File: src/rtl/fetch_unit.sv
// fetch_unit: instruction fetch front end with a 2-entry {word, pc} queue.
// Issues single outstanding 16-bit reads, queues returned words for decode,
// handles redirects (with stale-response dropping) and stops at HLT (opcode F).
// Ports:
//   clk, rst           - clock, asynchronous active-high reset
//   stall              - decode not accepting; head instruction held
//   redirect, redirect_pc - flush and refetch from redirect_pc (bit 0 forced 0)
//   mem_req, mem_addr  - one-cycle read request and word-aligned address
//   mem_valid, mem_data - read response strobe and instruction word
//   inst, inst_pc, pc_plus_two, inst_valid - head-of-queue instruction to decode
//   halted             - HLT fetched and queue drained
module fetch_unit (
  input  logic        clk,
  input  logic        rst,
  input  logic        stall,
  input  logic        redirect,
  input  logic [15:0] redirect_pc,
  output logic        mem_req,
  output logic [15:0] mem_addr,
  input  logic        mem_valid,
  input  logic [15:0] mem_data,
  output logic [15:0] inst,
  output logic [15:0] inst_pc,
  output logic [15:0] pc_plus_two,
  output logic        inst_valid,
  output logic        halted
);

  localparam int unsigned XLEN  = 16;
  localparam int unsigned CNT_W = 2;

  typedef enum logic [1:0] {IDLE, WAIT, HALT} state_t;

  state_t           state_q, state_d;
  logic [XLEN-1:0]  fetch_pc_q, fetch_pc_d;
  logic             drop_q, drop_d;
  logic [CNT_W-1:0] cnt_q, cnt_d;
  logic [XLEN-1:0]  word0_q, word0_d, word1_q, word1_d;
  logic [XLEN-1:0]  pc0_q, pc0_d, pc1_q, pc1_d;
  logic             enq, deq;

  // Queue head is always entry 0, so decode outputs come straight from flops.
  assign mem_addr    = fetch_pc_q;
  assign inst        = word0_q;
  assign inst_pc     = pc0_q;
  assign pc_plus_two = pc0_q + XLEN'(2);
  assign inst_valid  = (cnt_q != CNT_W'(0));
  assign halted      = (state_q == HALT) && (cnt_q == CNT_W'(0));

  // State register and datapath flops
  always_ff @(posedge clk or posedge rst) begin
    if (rst) begin
      state_q    <= IDLE;
      fetch_pc_q <= '0;
      drop_q     <= 1'b0;
      cnt_q      <= '0;
      word0_q    <= '0;
      word1_q    <= '0;
      pc0_q      <= '0;
      pc1_q      <= '0;
    end else begin
      state_q    <= state_d;
      fetch_pc_q <= fetch_pc_d;
      drop_q     <= drop_d;
      cnt_q      <= cnt_d;
      word0_q    <= word0_d;
      word1_q    <= word1_d;
      pc0_q      <= pc0_d;
      pc1_q      <= pc1_d;
    end
  end

  // Next-state, request and queue update logic
  always_comb begin
    state_d    = state_q;
    fetch_pc_d = fetch_pc_q;
    drop_d     = drop_q;
    cnt_d      = cnt_q;
    word0_d    = word0_q;
    word1_d    = word1_q;
    pc0_d      = pc0_q;
    pc1_d      = pc1_q;
    mem_req    = 1'b0;
    enq        = 1'b0;
    deq        = inst_valid && !stall;

    case (state_q)
      IDLE: begin
        // While a dropped response is still in flight, only wait for it.
        if (drop_q) begin
          if (mem_valid) drop_d = 1'b0;
        end else if (cnt_q != CNT_W'(2)) begin
          mem_req = 1'b1;
          state_d = WAIT;
        end
      end
      WAIT: begin
        if (mem_valid) begin
          enq        = 1'b1;
          fetch_pc_d = fetch_pc_q + XLEN'(2);
          state_d    = (mem_data[15:12] == 4'hF) ? HALT : IDLE;
        end
      end
      HALT: ;
      default: state_d = IDLE;
    endcase

    // Redirect overrides everything; a response still owed gets dropped later.
    if (redirect) begin
      mem_req    = 1'b0;
      enq        = 1'b0;
      deq        = 1'b0;
      state_d    = IDLE;
      fetch_pc_d = redirect_pc & 16'hFFFE;
      drop_d     = ((state_q == WAIT) || drop_q) && !mem_valid;
    end

    if (rst) mem_req = 1'b0;

    if (redirect) begin
      cnt_d = '0;
    end else begin
      case ({enq, deq})
        2'b10: begin
          if (cnt_q == CNT_W'(0)) begin
            word0_d = mem_data;
            pc0_d   = fetch_pc_q;
          end else begin
            word1_d = mem_data;
            pc1_d   = fetch_pc_q;
          end
          cnt_d = cnt_q + CNT_W'(1);
        end
        2'b01: begin
          word0_d = word1_q;
          pc0_d   = pc1_q;
          cnt_d   = cnt_q - CNT_W'(1);
        end
        2'b11: begin
          // Count unchanged; new word lands behind whatever remains.
          if (cnt_q == CNT_W'(1)) begin
            word0_d = mem_data;
            pc0_d   = fetch_pc_q;
          end else begin
            word0_d = word1_q;
            pc0_d   = pc1_q;
            word1_d = mem_data;
            pc1_d   = fetch_pc_q;
          end
        end
        default: ;
      endcase
    end
  end

endmodule

File: config.mk
export PLATFORM = sky130hd
export DESIGN_NAME = fetch_unit
export DESIGN_NICKNAME = d
export VERILOG_FILES = /design/src/rtl/fetch_unit.sv
export SDC_FILE = /design/constraint.sdc
export NUM_CORES = 1
export LEC_CHECK = 0
export BUFFER_PORTS_ARGS = -buffer_cell sky130_fd_sc_hd__buf_4
export CORE_MARGIN = 2
export CORE_UTILIZATION = 58
export CTS_BUF_LIST = sky130_fd_sc_hd__clkbuf_16
export DETAILED_ROUTE_END_ITERATION = 10
export PLACE_DENSITY = 0.86
export SYNTH_ARGS = -nofsm -noshare
export SYNTH_HDL_FRONTEND = slang
export SYNTH_SLANG_ARGS = --single-unit
File: constraint.sdc
create_clock -name clk -period 4.1 [get_ports clk]
set_input_delay 0.82 -clock clk [delete_from_list [all_inputs] [get_ports clk]]
set_output_delay 0.82 -clock clk [all_outputs]
set_load 0.01 [all_outputs]
Yosys cells after proc, flatten, opt, wreduce, memory -nomap -nowiden

Cells that the tools add are included.

Register bits after elaboration: 85
Input port bits: 37
Word-level logic and storage cells: 83

Equality and inequality tests: 15
Add/sub/neg operators: 4
Reduce and logical (&&, ||, !) cells: 19
Mux-type cells: 36
Bitwise logic cells: 1

Operators with widths:

| kind                    | number |
|---|---|
| $mux W16                | 11 |
| $pmux W16 S3            | 2 |
| $pmux W16 S2            | 2 |
| $add A16 B2 Y16 const B | 2 |
| $mux W1                 | 13 |
| $mux W2                 | 6 |
| $ne A2 B2 Y1 const B    | 5 |
| $reduce_bool A2 Y1      | 5 |
| $ne A3 B3 Y1 const B    | 3 |
| $reduce_and A4 Y1       | 2 |
| $eq A2 B1 Y1 const B    | 3 |
| $eq A2 B2 Y1 const B    | 3 |
| $pmux W2 S3             | 1 |
| $reduce_bool A3 Y1      | 2 |
| $eq A4 B4 Y1 const B    | 1 |
| $logic_not A2 Y1        | 2 |
| $pmux W2 S2             | 1 |
| $logic_and A1 B1 Y1     | 3 |
| $reduce_and A3 Y1       | 1 |
| $add A2 B1 Y2 const B   | 1 |
| $logic_not A1 Y1        | 2 |
| $reduce_and A2 Y1       | 1 |
| $sub A2 B1 Y2 const B   | 1 |
| $logic_or A1 B1 Y1      | 1 |
| $not A1 Y1              | 1 |

Longest topological paths before layout

Gate-level depths: netlist of the first run.

Depth in word-level cells: 6
Gate-level depth with buffers: 8
Depth with buffers taken out: 6

Worst setup path after synthesis of the first run

Ideal clock, no wire load.

Path type: input-to-output
From: input port redirect
To: output port mem_req
Data arrival time: 1770 ps
Path slack: 1510 ps
Buffers on the path: 1
Data required time: 3280 ps
Cell stages on the path: 3
Cells stage by stage: clkbuf_1 -> or4_1 -> nor3_1

Cells in the longest elaborated chain, start to end: 2

Ends and longest elaborated chain:

| element         | line | text |
|---|---|---|
| start, declared | 16   | `input logic redirect,` |
| $mux W1         | 109  | `if (redirect) begin` |
| $mux W1         | 118  | `if (rst) mem_req = 1'b0;` |
| end, declared   | 18   | `output logic mem_req,` |

Every way passes these cells.

Final worst setup path of the first run

Same ends and word-level chain as after synthesis.

==> results of run 1 <==
## through the flow
stage | utilization [%] | setup slack, ns | area (um2) | instances | hold WS [ns]
4_1_cts | 73.7 | 1.41 | 5290 | 571 | 0.483
2_1_floorplan | - | 1.14 | 4240 | 378 | 0.450
6_report | 73.7 | 1.42 | 5290 | 571 | 0.484
3_5_place_dp | 69.7 | 1.36 | 5000 | 556 | 0.470
3_3_place_gp | 69.7 | 1.38 | 5000 | 556 | 0.463
5_1_grt | 73.7 | 1.29 | 5290 | 571 | 0.519
## metal layers
layer | track usage [%] | share of wire (%)
met2 | 37.4 | 50
met1 | 32.1 | 43
met4 | 10.7 | 2.3
met3 | 3.69 | 3.8
met5 | 0 | 0
## cell families after synthesis
kind of cell	count (synthesis)	share of synthesized area (%)
and+or+nand+nor	109	12.9
adders and majority gates	5	1.48
buffers and inverters	35	4.81
DFF	83	49.0
muxes	65	16.3
AOI/OAI and AO/OA	52	9.60
other	1	0.0885
xor gates and xnor gates	28	5.79
## area by class of cell
class / count / share of cell area [%]
clock buffer: 9 / 4.26
tap: 99 / 2.34
inverter: 9 / 0.663
timing repair buffer: 105 / 15.1
sequential: 83 / 39.3
clock inverter: 6 / 1.11
multi-input combinational: 260 / 37.2
## power breakdown
group / internal, mW / total, mW / switching, mW
clock network: 0.464 / 0.774 / 0.311
logic: 0.751 / 1.42 / 0.671
registers: 1.13 / 1.40 / 0.274
total: 2.34 / 3.60 / 1.26
## state kept, by name, indices dropped and copies added, names as in the netlist
register and flops:
pc1_q 15, inst_pc 16, inst 16, word1_q 16, state_q 2, cnt_q 2, mem_addr 15, drop_q 1
## synth_stat cells (all sizes together), types with 2 or more instances
master | number | area share, %
dfrtp | 83 | 49
nor2 | 39 | 3.5
a21oi | 33 | 6.6
mux2 | 33 | 8.8
mux2i | 32 | 7.6
nand2 | 22 | 1.9
xnor2 | 19 | 3.9
buf | 16 | 3.1
o21ai | 15 | 1.8
nand3 | 11 | 1.3
clkbuf | 10 | 0.92
inv | 9 | 0.80
nand4 | 9 | 1.5
xor2 | 9 | 1.9
nor3 | 6 | 0.71
nor4 | 6 | 0.89
ha | 5 | 1.5
or4 | 4 | 0.71
nand4b | 3 | 0.62
nor2b | 3 | 0.44
and3 | 2 | 0.30
## critical path, stage by stage
cell    delay [ns]
buf_4         0.23
or4_1         0.51
nor3_1        0.15
buf_4         0.15
## worst max path at each step
stage                            from                endpoint  slack [ns]
3_3_place_gp                mem_valid  inst_pc[7]$_DFFE_PP0P_        1.38
4_1_cts        inst_pc[2]$_DFFE_PP0P_         pc_plus_two[15]        1.41
3_5_place_dp                mem_valid  inst_pc[7]$_DFFE_PP0P_        1.36
6_report                     redirect                 mem_req        1.42
2_1_floorplan                     rst    cnt_q[0]$_DFFE_PP0P_        1.14
5_1_grt        inst_pc[1]$_DFFE_PP0P_         pc_plus_two[15]        1.29
==> results by stage, run 1 <==
Global routing:
- The number of global-route vias before repair came to approximately 3k.
- The maximum number of pins on one net before global-route repair is 64.
- For this run the aggregate overflow at the end of global routing stands at 0.
- The number of antenna violations at the first check in global routing is 0.
- The global-route wire length before repair is between 10000 and 15000 um.
- The overall global routing resource usage is between 20% and 30%.

Layout:
- The number of inserted diodes is 0.
- The leading cell type in the layout, fill and taps excluded is buf_4.
- Relative to the synthesized area, the layout overhead comes to 24.8%.
- The multi-input combinational cells in the finished layout cover a total of between 0.0015 and 0.002 mm2.
- The number of nets at the end of the flow is 510.
- Leaving out fill and tap cells, the most frequent cells in the layout are buf_4 (104), dfrtp_1 (83), nor2_1 (39).
- The post-route netlist has 40.0% of its cells at a drive strength greater than 1.
- Counting the fill cells in the layout gives 498.
- In the final layout, flip-flops and latches occupy 0.00208 mm2.

Placement:
- The final RePlAce weighted congestion is 0.789.
- The post-DP HPWL is 6180 um.
- The count of buffers from port buffering is between 100 and 150.

Setup path:
- At the worst endpoint, the arrival time is 1.86 ns.
- The path depth of the worst reg2reg path is 5.
- For the worst setup path, the data required time is ~3.3 ns.
- STA classifies the critical path startpoint as an input port.
- The end of the worst register-to-register path is pc1_q[8]$_DFFE_PP0P_.
- The setup path with the least slack is of type in -> out.
- The largest fanout on the critical path is 39.
- The worst register-to-register path begins at cnt_q[0]$_DFFE_PP0P_.
- The worst setup slack for register-to-register paths is approximately 1.7 ns.
- The worst setup path is captured at a primary output.

Die:
- The floorplan step defined a core boundary enclosing around 0.007 mm2.
- The row count is 31.
- The die width is 89.5 um.
- The area enclosed by the die boundary is 0.00800 mm2.
- The starting utilization of the core area is 59.0%.
- The die extent in y is 89.5 um.
- The top-level port count is 104.

STA:
- Between clock sinks in the finished design, the worst skew comes to 0.00443 ns.
- The final period demand of the worst path is about 2.7 ns.
- The setup TNS is 0 ns.
- Setup violations remaining at the end of the flow were counted as 0.
- The tightest slew margin relative to the limit is 49.7%.
- The final period utilization is 65.4%.
- At the pin with the least slew margin, the transition time is between 0.7 and 0.8 ns.
- Static timing analysis puts the maximum clock frequency at approximately 370 MHz.
- The count of pins over their slew limit is 0.
- The final hold violation count is 0.
- Setup repair after global routing left no endpoint under its margin.

Logic synthesis:
- In the synthesized netlist the dominant register cell turns out to be dfrtp_1.
- After synthesis, the share of flip-flops with an asynchronous set or reset is 100%.
- The share of the Yosys chip area taken by registers is 49.0%.
- The number of nets in the synthesized netlist is 420.
- The post-synthesis area per instance is ~11 um2.
- Counting every instance in the synthesized netlist gives between 300 and 400.
- The number of synthesized register bits is 83.
- The synthesized design contains 0 enable-type register cells.
- Yosys printed 0 warnings.
- In this run, distinct cell masters in the synthesized netlist total 37.
- The netlist area before placement is 0.00424 mm2.

Clock tree:
- The maximum buffer depth of the clock tree is 2.
- In this run the post-CTS setup repair buffer count came out at 0.
- The tree is rooted in a clkbuf_16.
- The clock slew at the register clock pins of the worst setup and hold paths is 0.06 ns.
- For this design, the sink count on the clock tree is 83.
- The total of cells resized after clock tree synthesis is 0.
- The post-cts hold buffer count is 0.
- The clock tree from TritonCTS is done.
- CTS built an H-tree with a depth of 3.
- The clock insertion delay at the later pin of the skew report is 0.33 ns.
- The CTS buffer count is 9.

Detailed routing:
- Using the TritonRoute via totals, the vias-per-cell ratio works out to 5.38.
- For this run, design rule violations remaining after detail routing come to 0.
- The number of search-and-repair iterations in the first detailed-routing pass is 4.
- The post-detailed-routing wire length is 9060 um.
- In the final routed layout, each cell accounts on average for 15.9 um.
- The remaining number of nets flagged by the antenna check after routing is 0.
- The first-iteration detailed-routing DRC count is 130.
- The routed layout has 3073 vias.

Power:
- For this design the ratio of total power to cell area is 680 mW/mm2.
- Total power for the finished layout comes to 3.60 mW.
- IR analysis of the VDD net gives a maximum drop of 0.381 mV.
- The analysis attributes to cell leakage a power of ~2.3 nW.

Hold path:
- The worst hold path endpoint is pc1_q[7]$_DFFE_PP0P_.
- The worst hold path begins at pc1_q[7]$_DFFE_PP0P_.
- The cell count of the worst hold path is 2.
- The type of the worst min-delay path is reg -> reg.

Run status:
- The flow ran to the end, and the final reports show no timing, DRC or antenna violations.

Run:
- Across the run, the number of max-cap violations was 0.
No activity file was read; power rests on OpenSTA's default activity.
==> run 2: changes to the inputs <==
CORE_UTILIZATION = 48   (was 58)
PLACE_DENSITY = 0.76   (was 0.86)
clock period = 2.4 ns   (was 4.1 ns; I/O delays follow)
==> run 2 against run 1 <==
Clock-buffer cell count unchanged. Register-to-register slack worse by 1.4 ns. Non-clock buffer count up 6. Critical path depth up 2. Clock skew up 0.0025 ns. Largest power group unchanged. Die area up 20%. Critical endpoint is now pc_plus_two[15]. Clock power up 71%. Hold slack worse by 0.24 ns.
==> results by stage, run 2 (same netlist as run 1, synthesis figures left out) <==
Power:
- The total power is 6.14 mW.
- The power per cell area is 1140 mW/mm2.
- The leakage power of the design is 2.35 nW.
- Internal power comes to 4.03 mW.
- Across the VDD grid, the largest voltage drop is 0.454 mV.
- In this run switching power makes up 34.4% of total power.
- The share of total power dissipated in the clock network is between 20 and 25%.
- The part of the power in registers is just under 40%.
- The combinational group share of total power is 39.8%.
- For this design the total switching power over the nets is 2.11 mW.

Clock tree:
- The buffer type at the clock tree root is clkbuf_16.
- Post-CTS timing repair inserted 0 buffers for setup.
- TritonCTS built the clock tree.
- For the worst-skew pair, the clock arrives at the later sink with an insertion delay of around 0.33 ns.
- The clock slew at the register clock pins of the worst setup and hold paths is 0.06 ns.
- The level count of the clock H-tree is 3.
- The CTS buffer count is 9.
- For this design, the sink count on the clock tree is 83.
- The maximum buffer depth of the clock tree is 2.

Setup path:
- Along the worst path, the maximum fanout reaches 5.
- At the worst endpoint, the required time is around 1.9 ns.
- STA puts the critical path data arrival time at 1.76 ns.
- The kind of critical path is reg -> out.
- In this run the register-to-register setup slack is 0.28 ns.
- The worst setup path is launched from a register.
- The worst setup path is captured at a primary output.

Placement:
- The instance area at placement is 0.00510 mm2.
- The post-DP HPWL is 6370 um.
- At the end of routability-driven placement, the weighted congestion stood at 0.794.
- Input and output buffers added on the ports amount to 101.

STA:
- The count of pins over their slew limit was 0.
- In the finished design, the share of the clock period the worst path needs comes to ~93%.
- Setup repair after global routing left no endpoint under its margin.
- The worst path in the final design needs a cycle of approximately 2.2 ns, including I/O delays and setup.
- The slew of the pin with the lowest slew margin is around 0.65 ns.
- Measured against its own limit, the worst slew margin works out to 56.8%.
- Setup violations remaining at the end of the flow were counted as 0.
- The setup TNS is 0 ns.
- The final hold violation count is 0.
- The timing-limited maximum frequency is 447 MHz.
- The clock arrives with 0.00692 ns of skew.

Die:
- The die width is around 100 um.
- After floorplanning, the core was sized to cover between 0.008 and 0.009 mm2.
- The starting utilization of the core area is 49.0%.
- The top-level port count is ~100.
- The floorplan step defined a die boundary enclosing 0.00959 mm2.
- The die extent in y is 97.9 um.
- The row count is 34.

Detailed routing:
- The total number of vias is 3064.
- In this run the remaining antenna-violating nets after routing total 0.
- The first detailed-routing pass took 4 iterations.
- The final layout contains routed wiring with a total length of 8880 um.
- The residual DRC count is 0.
- After detailed routing, the number of vias per cell comes to between 5 and 6.
- For this block, the initial DRC count from the detailed router was 115.
- The average wire per standard cell is roughly 15 um.

Layout:
- Leaving out fill and tap cells, the most frequent cell in the layout is buf_4.
- The net count of the finished layout is approximately 520.
- The number of inserted diodes is 0.
- Once layout is complete, the utilization of the core stands at 62.4%.
- The post-route netlist has 41.2% of its cells at a drive strength greater than 1.
- Relative to the synthesized area, the layout overhead comes to 27.1%.
- The layout has 723 filler cells.
- The finished cells cover 0.00539 mm2.
- Leaving out fill and tap cells, the most frequent cells in the layout are buf_4 (107), dfrtp_1 (82), nor2_1 (38).

Global routing:
- For this run, the total global-route usage over all layers was measured as 19.5%.
- The leftover overflow at the end of global routing is 0.
- The first global-routing pass estimated 15100 um of wire.
- The number of global-route vias before repair came to 3108.
- Entering global routing, the biggest net connects 42 pins.
- The number of antenna violations at the first check in global routing is 0.

Hold path:
- The type of the worst min-delay path is in -> async.

Run:
- The max-capacitance violation count is 0.

Run status:
- The run finished with clean final reports.
==> run 2: path summary, 6_finish.rpt <==
path,from,end,depth (start not counted)
worst max register to register,cnt_q[1]$_DFFE_PP0P_,word1_q[0]$_DFFE_PP0P_,5
worst min-delay path,rst,drop_q$_DFFE_PP0P_,2
max in group asynchronous,rst,inst_pc[1]$_DFFE_PP0P_,3
worst min register to register,pc1_q[7]$_DFFE_PP0P_,pc1_q[7]$_DFFE_PP0P_,2
worst max-delay path,inst_pc[2]$_DFFE_PP0P_,pc_plus_two[15],6
min in group clk,redirect_pc[9],mem_addr[9]$_DFFE_PP0P_,3
==> run 2: critical path: stages (launching register included) <==
cell     delay (ns)
dfrtp_1        0.41
ha_1           0.21
nand3_1        0.17
nor2_2         0.20
nand4_1        0.14
xnor2_1        0.15
buf_4          0.14
==> run 2: power groups by stage <==
| stage | clock network [mW] | logic, mW | registers (mW) |
|---|---|---|---|
| floorplan | 0 | 1.39 | 2.42 |
| global route | 1.40 | 2.69 | 2.47 |
| finish | 1.32 | 2.44 | 2.38 |
| global placement | 0 | 2.40 | 2.36 |
| detailed placement | 0 | 2.47 | 2.40 |
| CTS | 1.35 | 2.48 | 2.38 |
==> run 2: layout make-up <==
class,instances,area [um2],share of cell area [%]
Sequential cell,83,2080,38.6
Multi-Input combinational cell,260,1970,36.5
Timing Repair Buffer,111,883,16.4
Clock buffer,9,225,4.18
Tap cell,108,135,2.51
Clock inverter,6,57.6,1.07
Inverter,9,37.5,0.697
==> run 2: repair_timing <==
action                     4_1_cts  5_1_grt
hold buffers                     0        0
resized for setup                0        2
setup endpoints to repair        0        4
==> run 2: through the flow <==
stage,hold slack (ns),worst slack [ns],cells
after floorplan,0.450,0.396,378
after global placement,0.463,0.327,571
after detailed placement,0.480,0.285,571
after CTS,0.259,0.0521,586
after global routing,0.291,0.00260,586
final,0.241,0.164,586
==> run 2: routing by layer <==
layer  vias up  track usage, %  share of wire [%]
li1       1508               -                  -
met1      1465            27.0                 45
met2        82            31.1                 50
met3         9            4.08                4.4
met4         0            5.66                1.0
met5         -               0                  0
==> run 3: changes to the inputs <==
BUFFER_PORTS_ARGS = -buffer_cell sky130_fd_sc_hd__buf_2   (was -buffer_cell sky130_fd_sc_hd__buf_4)
==> run 3 against run 2 <==
Final area shrank 4.1%. Final cell count shrank 0.17%. Critical path depth is the same. Combinational power is 12% lower. First-iteration DRC count increased by 1.7%. Via count decreased by 2.0%. Total power shrank 1.3%. Sequential power hardly changed. Routed wire length decreased by 5.5%. Sequential cell count unchanged. Largest power group is now registers.
==> results by stage, run 3 (same netlist as run 1, synthesis figures left out) <==
Detailed routing:
- The detailed-routed wire length on met2 is 3920 um.
- In this run the remaining antenna-violating nets after routing total 0.
- Across all layers, the routed design uses around 3.0k vias.
- In the routed design, unresolved DRC markers number 0.
- The routed metal-1 wire length is 4050 um.
- The first TritonRoute pass finished after 4 iterations.
- For this block, the initial DRC count from the detailed router was 117.
- The met3 routed wirelength is 344 um.
- In the final routed layout, each cell accounts on average for 14.3 um.
- The highest routed metal layer is met4.
- For this block, the routed nets add up to ~8400 um of wire.
- In the routed layout, each cell is associated on average with a via count of 5.14.

Layout:
- The register area is 0.00208 mm2.
- The number of fill cells is 733.
- The final design instance area without fill is 0.00517 mm2.
- The share of layout cells above drive strength 1 is around 42%.
- Compared with the post-synthesis result, the final layout area differs by 22.0%.
- In the layout the commonest cells are buf_2 (101), dfrtp_1 (81), nor2_1 (38).
- The number of antenna diodes in the final layout is 0.
- The multi-input combinational cell area is about 0.0020 mm2.
- After the last flow step, the layout net total stands at between 500 and 600.
- The leading cell type in the layout, fill and taps excluded is buf_2.

Clock tree:
- The CTS buffer count is 9.
- TritonCTS built the clock tree.
- After clock tree synthesis, the clock-pin slew on the worst setup and hold paths is 0.06 ns.
- For the worst-skew pair, the clock arrives at the later sink with an insertion delay of 0.33 ns.
- The number of clock sinks is 83.
- The maximum buffer depth of the clock tree is 2.
- The H-tree was split into 3 levels.
- The buffer type at the clock tree root is clkbuf_16.
- Hold repair after CTS inserted 0 buffers.

Global routing:
- The maximum number of pins on one net before global-route repair is 84.
- The number of antenna violations at the first check in global routing is 0.
- Global routing used 18.0% of the available tracks.
- The leftover overflow at the end of global routing is 0.
- The first global-routing pass estimated 14100 um of wire.
- The number of global-route vias before repair is 2920.

Die:
- The row count is 34.
- The area of the core region is 0.00864 mm2.
- The die is 97.9 um wide.
- The die covers 0.00959 mm2.
- The top-level port count is 104.
- For this configuration, the core starts out at a cell density of about half.
- The die extent in y is between 90 and 100 um.

Setup path:
- The required arrival time at the worst endpoint is approximately 1.9 ns.
- Traced cell by cell, the critical path runs through ha_1 -> nand3_1 -> nor2_2 -> nand4_1 -> xnor2_1 -> buf_2.
- For the worst setup path, the data arrival time is between 1.5 and 2 ns.
- The cell at the slowest stage of the critical path is dfrtp_2.
- The kind of critical path is reg -> out.
- For this run, the slowest stage of the critical path takes 0.41 ns.
- The worst setup path is launched from a register.
- Of all nets on the critical path, the largest fanout is 5.
- The path depth of the worst reg2reg path is 5.
- The worst setup path is captured at a primary output.

STA:
- The count of pins over their slew limit is 0.
- On the final layout, the worst clock skew is 0.00842 ns.
- The final count of negative-setup-slack endpoints is 0.
- The final hold violation count is 0.
- Setup repair after global routing left no endpoint under its margin.
- The clock period could shrink to between 2 and 2.5 ns.
- The setup TNS is 0 ns.
- Timing would allow up to 454 MHz.
- The worst hold margin is about 0.27 ns.
- The final period utilization is 91.8%.

Placement:
- The post-DP HPWL is slightly below 6000 um.
- The instance area at placement is 0.00482 mm2.
- Routability-driven placement finished with a final weighted congestion of 0.781.
- The count of buffers from port buffering is 101.

Run:
- Across the run, the number of max-cap violations was 0.

Hold path:
- The type of the worst min-delay path is in -> async.

Power:
- For this design the static power due to leakage is 2.28 nW.
- The power per cell area is ~1200 mW/mm2.
- The largest voltage drop on the vdd net is about 0.5 mV.

Run status:
- The flow ran to the end, and the final reports show no timing, DRC or antenna violations.
==> run 3: through the flow <==
step           util [%]  setup slack (ns)  total power [mW]  cells
2_1_floorplan         -             0.396              3.81    378
3_3_place_gp       55.8             0.350              4.46    569
3_5_place_dp       55.8             0.338              4.56    569
4_1_cts            59.8            0.0376              6.13    585
5_1_grt            59.8           0.00724              6.47    585
6_report           59.8             0.198              6.06    585
==> run 3: final timing paths <==
check / endpoint / slack, ns / startpoint
setup / recovery: pc_plus_two[15] / 0.20 / inst_pc[2]$_DFFE_PP0P_
hold / removal: word1_q[10]$_DFFE_PP0P_ / 0.27 / rst
setup reg to reg: inst_pc[7]$_DFFE_PP0P_ / 0.44 / state_q[0]$_DFFE_PP0P_
hold reg to reg: pc1_q[7]$_DFFE_PP0P_ / 0.49 / pc1_q[7]$_DFFE_PP0P_
max in group asynchronous: inst_pc[2]$_DFFE_PP0P_ / 1.76 / rst
min in group clk: mem_addr[2]$_DFFE_PP0P_ / 0.36 / redirect_pc[2]
==> run 3: cell type report <==
type | instances | share of cell area (%)
sequential | 83 | 40.3
multi-input combinational | 260 | 38.1
timing repair buffer | 109 | 11.7
clock buffer | 9 | 4.36
tap | 108 | 2.62
clock inverter | 7 | 2.28
inverter | 9 | 0.727
==> run 3: worst max-delay path: cells and delay by family, from the launching register on <==
| kind | cells | cell delay [ns] |
|---|---|---|
| simple gates | 3 | 0.50 |
| fa+ha+maj | 1 | 0.19 |
| xor+xnor | 1 | 0.15 |
| buf+inv | 1 | 0.14 |
| flops | 1 | 0.41 |
==> run 3: what timing repair did <==
item	CTS	global route
buffers inserted	0	0
endpoints found under the setup margin	0	3
resized for setup	0	3
==> run 3: routing by layer <==
layer / vias to the layer above / GRT usage, %
li1: 1504 / -
met1: 1429 / 25.6
met2: 64 / 28.6
met3: 7 / 3.01
met4: 0 / 5.56
met5: - / 0
==> run 3: power by group <==
group,internal (mW),total [mW],leakage [nW],switching [mW]
clock,1.01,1.55,0.163,0.537
sequential,1.93,2.37,1.01,0.439
combinational,1.04,2.15,1.11,1.11
